### config.mk
export PLATFORM = sky130hd
export DESIGN_NAME = transport_block_framer_flat
export DESIGN_NICKNAME = d
export VERILOG_FILES = /design/src/rtl/tbf_pkg.sv /design/src/rtl/transport_block_framer_if.sv /design/src/rtl/tbf_pad_gen.sv /design/src/rtl/transport_block_framer.sv /design/src/flat_wrapper.sv
export SDC_FILE = /design/constraint.sdc
export NUM_CORES = 1
export LEC_CHECK = 0
export ABC_AREA = 0
export CORE_ASPECT_RATIO = 0.6
export CORE_UTILIZATION = 53
export CTS_CLUSTER_DIAMETER = 40
export DETAILED_ROUTE_END_ITERATION = 8
export GPL_TIMING_DRIVEN = 0
export MAX_ROUTING_LAYER = met4
export PLACE_DENSITY = 0.85
export SYNTH_ARGS = -nofsm -noshare
export SYNTH_HDL_FRONTEND = slang
export SYNTH_HIERARCHICAL = 1
export SYNTH_SLANG_ARGS = --single-unit
### constraint.sdc
create_clock -name clk -period 3.7 [get_ports clk]
set_clock_uncertainty 0.05 [all_clocks]
set_input_delay 0.37 -clock clk [delete_from_list [all_inputs] [get_ports clk]]
set_output_delay 0.37 -clock clk [all_outputs]
set_load 0.05 [all_outputs]
### src/rtl/tbf_pkg.sv
// Shared types and constants for the transport block framer.
// Holds the framer state encoding, the pad LFSR seed/taps and a width helper.
// Imported by the pad generator and the framer top.
package tbf_pkg;

    typedef enum logic {
        DATA = 1'b0,
        PAD  = 1'b1
    } state_t;

    // Pad LFSR: x^16 + x^14 + x^13 + x^11 + 1, right-shifting Fibonacci form.
    // In that form the feedback bit is the XOR of state bits 0, 2, 3 and 5.
    localparam logic [15:0] LFSR_SEED = 16'hACE1;
    localparam logic [15:0] LFSR_TAPS = 16'h002D;

    function automatic int cnt_w(input int n);
        return $clog2(n);
    endfunction

endpackage

### src/rtl/transport_block_framer_if.sv
// Word stream bundle between upstream source, framer and downstream consumer.
// slave: the framer's view (consumes ival/idata/ireq/iflush, drives the rest).
// master: the environment's view (drives the inputs, observes framed output).
interface transport_block_framer_if #(
    parameter int DATA_W   = 8,
    parameter int BLKCNT_W = 16
);
    logic                ival;
    logic [DATA_W-1:0]   idata;
    logic                ireq;
    logic                iflush;
    logic                oreq;
    logic                oval;
    logic [DATA_W-1:0]   odata;
    logic                osob;
    logic                oeob;
    logic                opad;
    logic                oblk_done;
    logic [BLKCNT_W-1:0] oblk_cnt;

    modport slave (
        input  ival, idata, ireq, iflush,
        output oreq, oval, odata, osob, oeob, opad, oblk_done, oblk_cnt
    );

    modport master (
        output ival, idata, ireq, iflush,
        input  oreq, oval, odata, osob, oeob, opad, oblk_done, oblk_cnt
    );
endinterface

### src/rtl/tbf_pad_gen.sv
// Pad word generator: constant PAD_VALUE or low DATA_W bits of a 16-bit LFSR.
// Latency: pad word is combinational from the LFSR register; step advances on the next edge.
// Backpressure: LFSR holds unless i_step (one transferred pad word) is high.
// Ports: clk/rst_n; i_load reseeds, i_step advances one step, o_pad_dat is the current pad word.
module tbf_pad_gen
    import tbf_pkg::*;
#(
    parameter int DATA_W    = 8,
    parameter int PAD_MODE  = 0,
    parameter int PAD_VALUE = 0
) (
    input  logic              clk,
    input  logic              rst_n,
    input  logic              i_load,
    input  logic              i_step,
    output logic [DATA_W-1:0] o_pad_dat
);

    logic [15:0] r_lfsr;

    always_ff @(posedge clk or negedge rst_n) begin
        if (!rst_n) begin
            r_lfsr <= LFSR_SEED;
        end else if (i_load) begin
            r_lfsr <= LFSR_SEED;
        end else if (i_step) begin
            r_lfsr <= {^(r_lfsr & LFSR_TAPS), r_lfsr[15:1]};
        end
    end

    // The LFSR runs in both modes so the constant-pad build has no dangling logic;
    // synthesis strips it when PAD_MODE selects the constant.
    assign o_pad_dat = (PAD_MODE == 1) ? r_lfsr[DATA_W-1:0] : DATA_W'(PAD_VALUE);

endmodule

### src/rtl/transport_block_framer.sv
// Transport block framer: forwards upstream words into BLOCK_LEN-word blocks, padding on stall/flush.
// Latency: zero; all outputs except oblk_done/oblk_cnt are combinational from state and inputs.
// Backpressure: oreq follows ireq in DATA and is 0 in PAD; nothing advances while ireq is low.
// Ports: clk, rst_n (async, active low); bus (slave modport) carries the upstream word
// stream (ival/idata/oreq), downstream handshake (oval/odata/ireq), flush request,
// framing flags (osob/oeob/opad) and block completion (oblk_done pulse, oblk_cnt).
module transport_block_framer
    import tbf_pkg::*;
#(
    parameter int DATA_W      = 8,
    parameter int BLOCK_LEN   = 480,
    parameter int WAIT_CYCLES = 5,
    parameter int PAD_MODE    = 0,
    parameter int PAD_VALUE   = 0,
    parameter int IDLE_PAD    = 0,
    parameter int BLKCNT_W    = 16
) (
    input  logic                    clk,
    input  logic                    rst_n,
    transport_block_framer_if.slave bus
);

    localparam int CW = cnt_w(BLOCK_LEN);
    // +1 keeps the wait counter at least one bit wide when WAIT_CYCLES is 1.
    localparam int WW = cnt_w(WAIT_CYCLES + 1);

    localparam logic [CW-1:0] LAST_WORD = CW'(BLOCK_LEN - 1);
    localparam logic [WW-1:0] WAIT_LAST = WW'(WAIT_CYCLES - 1);

    state_t              r_state;
    logic [CW-1:0]       r_cnt_word;
    logic [WW-1:0]       r_cnt_wait;
    logic                r_blk_done;
    logic [BLKCNT_W-1:0] r_blk_cnt;

    state_t              w_nxt_state;
    logic [WW-1:0]       w_nxt_wait;
    logic                w_oval_raw;
    logic                w_oreq_raw;
    logic [DATA_W-1:0]   w_odat_raw;
    logic                w_pad_flag;
    logic                w_pad_load;
    logic                w_pad_step;
    logic [DATA_W-1:0]   w_pad_dat;
    logic                w_xfer;
    logic                w_last;
    logic                w_cnt_nz;

    assign w_last   = (r_cnt_word == LAST_WORD);
    assign w_cnt_nz = (r_cnt_word != '0);
    // In PAD a word is always offered, so a transfer is just a downstream request.
    assign w_xfer   = bus.ireq & ((r_state == PAD) | bus.ival);

    always_comb begin
        w_nxt_state = r_state;
        w_nxt_wait  = r_cnt_wait;
        w_oval_raw  = 1'b0;
        w_oreq_raw  = 1'b0;
        w_odat_raw  = '0;
        w_pad_flag  = 1'b0;
        w_pad_load  = 1'b0;
        w_pad_step  = 1'b0;
        case (r_state)
            DATA: begin
                w_oreq_raw = bus.ireq;
                w_oval_raw = bus.ival;
                w_odat_raw = bus.idata;
                // Flush wins over the starvation timeout; an empty block is never flushed.
                if (bus.iflush && w_cnt_nz) begin
                    w_nxt_state = PAD;
                    w_nxt_wait  = '0;
                end else if (bus.ireq && !bus.ival) begin
                    if (r_cnt_wait == WAIT_LAST) begin
                        w_nxt_wait = '0;
                        if (w_cnt_nz || (IDLE_PAD != 0)) begin
                            w_nxt_state = PAD;
                        end
                    end else begin
                        w_nxt_wait = r_cnt_wait + 1'b1;
                    end
                end else if (w_xfer) begin
                    w_nxt_wait = '0;
                end
                // Every pad run starts the pattern from the seed.
                w_pad_load = (w_nxt_state == PAD);
            end
            PAD: begin
                w_oval_raw = 1'b1;
                w_odat_raw = w_pad_dat;
                w_pad_flag = 1'b1;
                w_pad_step = bus.ireq;
                if (bus.ireq && w_last) begin
                    w_nxt_state = DATA;
                end
            end
            default: begin
                w_nxt_state = DATA;
            end
        endcase
    end

    always_ff @(posedge clk or negedge rst_n) begin
        if (!rst_n) begin
            r_state    <= DATA;
            r_cnt_word <= '0;
            r_cnt_wait <= '0;
            r_blk_done <= 1'b0;
            r_blk_cnt  <= '0;
        end else begin
            r_state    <= w_nxt_state;
            r_cnt_wait <= w_nxt_wait;
            r_blk_done <= w_xfer & w_last;
            if (w_xfer) begin
                r_cnt_word <= w_last ? '0 : r_cnt_word + 1'b1;
            end
            if (w_xfer && w_last) begin
                r_blk_cnt <= r_blk_cnt + 1'b1;
            end
        end
    end

    tbf_pad_gen #(
        .DATA_W   (DATA_W),
        .PAD_MODE (PAD_MODE),
        .PAD_VALUE(PAD_VALUE)
    ) u_pad_gen (
        .clk      (clk),
        .rst_n    (rst_n),
        .i_load   (w_pad_load),
        .i_step   (w_pad_step),
        .o_pad_dat(w_pad_dat)
    );

    // Combinational outputs are gated by rst_n so they drop the instant reset asserts.
    assign bus.oreq      = rst_n & w_oreq_raw;
    assign bus.oval      = rst_n & w_oval_raw;
    assign bus.odata     = rst_n ? w_odat_raw : '0;
    assign bus.opad      = rst_n & w_pad_flag;
    assign bus.osob      = bus.oval & (r_cnt_word == '0);
    assign bus.oeob      = bus.oval & w_last;
    assign bus.oblk_done = r_blk_done;
    assign bus.oblk_cnt  = r_blk_cnt;

endmodule
### src/flat_wrapper.sv
// flat-port wrapper written by rule: the top's interface ports become plain ports
module transport_block_framer_flat import tbf_pkg::*;
#(
    parameter int DATA_W      = 8,
    parameter int BLOCK_LEN   = 480,
    parameter int WAIT_CYCLES = 5,
    parameter int PAD_MODE    = 0,
    parameter int PAD_VALUE   = 0,
    parameter int IDLE_PAD    = 0,
    parameter int BLKCNT_W    = 16
)
  (clk, rst_n, bus_ival, bus_idata, bus_ireq, bus_iflush, bus_oreq, bus_oval, bus_odata, bus_osob, bus_oeob, bus_opad, bus_oblk_done, bus_oblk_cnt);
  transport_block_framer_if #(.DATA_W(DATA_W), .BLKCNT_W(BLKCNT_W)) bus_i ();
  input  logic clk;
  input  logic rst_n;
  input wire logic [$bits(bus_i.ival)-1:0] bus_ival;
  input wire logic [$bits(bus_i.idata)-1:0] bus_idata;
  input wire logic [$bits(bus_i.ireq)-1:0] bus_ireq;
  input wire logic [$bits(bus_i.iflush)-1:0] bus_iflush;
  output wire logic [$bits(bus_i.oreq)-1:0] bus_oreq;
  output wire logic [$bits(bus_i.oval)-1:0] bus_oval;
  output wire logic [$bits(bus_i.odata)-1:0] bus_odata;
  output wire logic [$bits(bus_i.osob)-1:0] bus_osob;
  output wire logic [$bits(bus_i.oeob)-1:0] bus_oeob;
  output wire logic [$bits(bus_i.opad)-1:0] bus_opad;
  output wire logic [$bits(bus_i.oblk_done)-1:0] bus_oblk_done;
  output wire logic [$bits(bus_i.oblk_cnt)-1:0] bus_oblk_cnt;
  assign bus_i.ival = bus_ival;
  assign bus_i.idata = bus_idata;
  assign bus_i.ireq = bus_ireq;
  assign bus_i.iflush = bus_iflush;
  assign bus_oreq = bus_i.oreq;
  assign bus_oval = bus_i.oval;
  assign bus_odata = bus_i.odata;
  assign bus_osob = bus_i.osob;
  assign bus_oeob = bus_i.oeob;
  assign bus_opad = bus_i.opad;
  assign bus_oblk_done = bus_i.oblk_done;
  assign bus_oblk_cnt = bus_i.oblk_cnt;
  transport_block_framer #(.DATA_W(DATA_W), .BLOCK_LEN(BLOCK_LEN), .WAIT_CYCLES(WAIT_CYCLES), .PAD_MODE(PAD_MODE), .PAD_VALUE(PAD_VALUE), .IDLE_PAD(IDLE_PAD), .BLKCNT_W(BLKCNT_W)) u_core (.clk(clk), .rst_n(rst_n), .bus(bus_i));
endmodule
==> run_results.csv <==
group,metric,value,unit
power_and_ir_drop,ir_worst_vdd,0.2392,mV
sta,finalSetupViolCount,0,
global_route,antenna_found_initial,0,
cts,path_clk_slew,60,ps
worst_setup_path,path_class,"reg2out",
cts,clkLatencyLatePin,280,ps
sta,worst_pin_slew,676.8,ps
drt,drt-pass1-iter-count,4,
sta,fmax,353.2,MHz
worst_setup_path,cp-start-kind,"register",
worst_setup_path,arrival,2410,ps
finish,layout_common_cells,"clkdlybuf4s50_1, dfrtp_1, xnor2_1",
place,dpl.hpwl,2796,um
cts,cts_buffers,5,
drt,drtIter0Drc,51,
global_route,grt_pass1_wl,6127,um
sta,relSlewSlack,54.88,%
power_and_ir_drop,power_density,435.2,nW/um^2
synthesis,synthCells,165,
sta,rsz0062_at_grt,"no",
sta,tns,0,ps
power_and_ir_drop,p_leak,0.001116,uW
worst_setup_path,crit_fanout,4,
place,routabilityCongestion,0.8106,
finish,multi_input_comb_area,934.6,sq um
cts,post-cts-setup-buffer-count,0,
finish,syn_to_final_growth,33.97,%
finish,nets,239,
drt,finalWirelength,3752,um
worst_setup_path,crit_required,3280,ps
floorplan,fp-row-count,15,
sta,final-hold-violation-count,0,
drt,drc,0,
finish,fillers,196,
synthesis,synth_warnings,6,
cts,cts.sinks,30,
cts,cts_root_buf,"clkbuf_8",
run_status,status,"finished, final reports clean",
min_path,min_path_type,"in2async",
floorplan,coreArea,3022,sq um
drt,detail_route.wl_per_cell,14.21,um
drt,vias_per_cell,5.288,
global_route,first_global_vias,1322,
cts,postCtsHoldBufs,0,
global_route,use_met3,5.437,%
drt,vias,1396,
job,max_cap_viol_count,0,
floorplan,start_util,58.51,%
global_route,grt_util_met2,38.20,%
finish,layout-drive-gt1-share,12.61,%
place,dp.cells,256,
finish,antenna_cells,0,
worst_setup_path,cp-end-kind,"primary output",
floorplan,dieWidth,76.56,um
global_route,grt_use_met1,31.18,%
global_route,grt_start_max_net_pins,33,
finish,finalNonFillerCells,264,
sta,final.period_utilization,76.51,%
global_route,groute.usage.overall,24.26,%
sta,final_max_slew_viol_count,0,
cts,clock_path_buffers,2,
floorplan,die_h,46.74,um
floorplan,die-area,3578,sq um
cts,cts_tree,"yes",
cts,cts_htree_levels,2,
synthesis,syn-cell-area,1768,sq um
cts,ctsResizeCount,0,
sta,period_minus_slack,2831,ps
place,portBuffers,42,
global_route,gr-max-usage-layer,"met2",
drt,final_antenna_net_count,0,
synthesis,syn_avg_cell_area,10.71,sq um
global_route,grt_overflow,0,
finish,layout_commonest_cell,"clkdlybuf4s50_1",
floorplan,pin_count,43,
finish,register_area,750.7,sq um
[path summary, 6_finish.rpt]
check	to	start	slack, ps	depth (start not counted)
min	u_core/bus.oblk_cnt[6]	rst_n	80	1
min reg2reg	u_core/bus.oblk_cnt[15]	u_core/bus.oblk_cnt[15]	430	1
max reg2reg	u_core/bus.oblk_cnt[12]	u_core/r_cnt_word[0]	1850	5
max in group asynchronous	u_core/r_cnt_word[6]	rst_n	3080	1
max	bus_osob	u_core/r_cnt_word[0]	870	5
min in group clk	u_core/bus.oblk_cnt[15]	u_core/bus.oblk_cnt[15]	430	1
[layer usage]
metal	up-vias	part of all wire [%]
met5	-	0
met2	34	47
met3	2	4.7
li1	682	-
met1	678	47
met4	0	0.51
[flip-flops by register name, summed over array words and instances, names as in the netlist]
register and cells:
u_core/bus.oblk_cnt 16, u_core/r_cnt_word 9, u_core/r_cnt_wait 3, u_core/bus.oblk_done 1
u_core/r_state 1
[critical path, cell delays in order, from the launching register on]
cell and delay [ps]:
dfrtp_1 420, inv_1 120, ha_1 150, nor4b_1 420, and3_1 220, clkdlybuf4s50_1 800
[stage by stage]
| stage | instance area, sq um | setup slack, ps | utilization (%) | total power [uW] | hold slack [ps] |
|---|---|---|---|---|---|
| 2_1_floorplan | 1794 | 1384 | - | 631.7 | 24.41 |
| 3_3_place_gp | 2267 | 84.42 | 75.03 | 703.1 | 410.6 |
| 3_5_place_dp | 2267 | 52.12 | 75.03 | 718.7 | 418.7 |
| 4_1_cts | 2374 | 41.83 | 78.55 | 1038 | 426.3 |
| 5_1_grt | 2369 | 701.8 | 78.39 | 1092 | 133.7 |
| 6_report | 2369 | 869.0 | 78.39 | 1031 | 77.19 |
[area by class of cell]
type / instances / share of cell area (%)
Buffer: 12 / 3.803
Clock buffer: 7 / 3.222
Clock inverter: 1 / 1.268
Inverter: 5 / 0.7924
Multi-Input combinational cell: 125 / 39.46
Sequential cell: 30 / 31.70
Tap cell: 42 / 2.219
Timing Repair Buffer: 42 / 17.54
[where the power goes]
| group | total, uW | internal [uW] | switching [uW] |
|---|---|---|---|
| combinational | 274 | 123 | 151 |
| sequential | 441 | 372 | 69.6 |
| clock | 316 | 201 | 114 |
(Power assumes the default switching activity.)
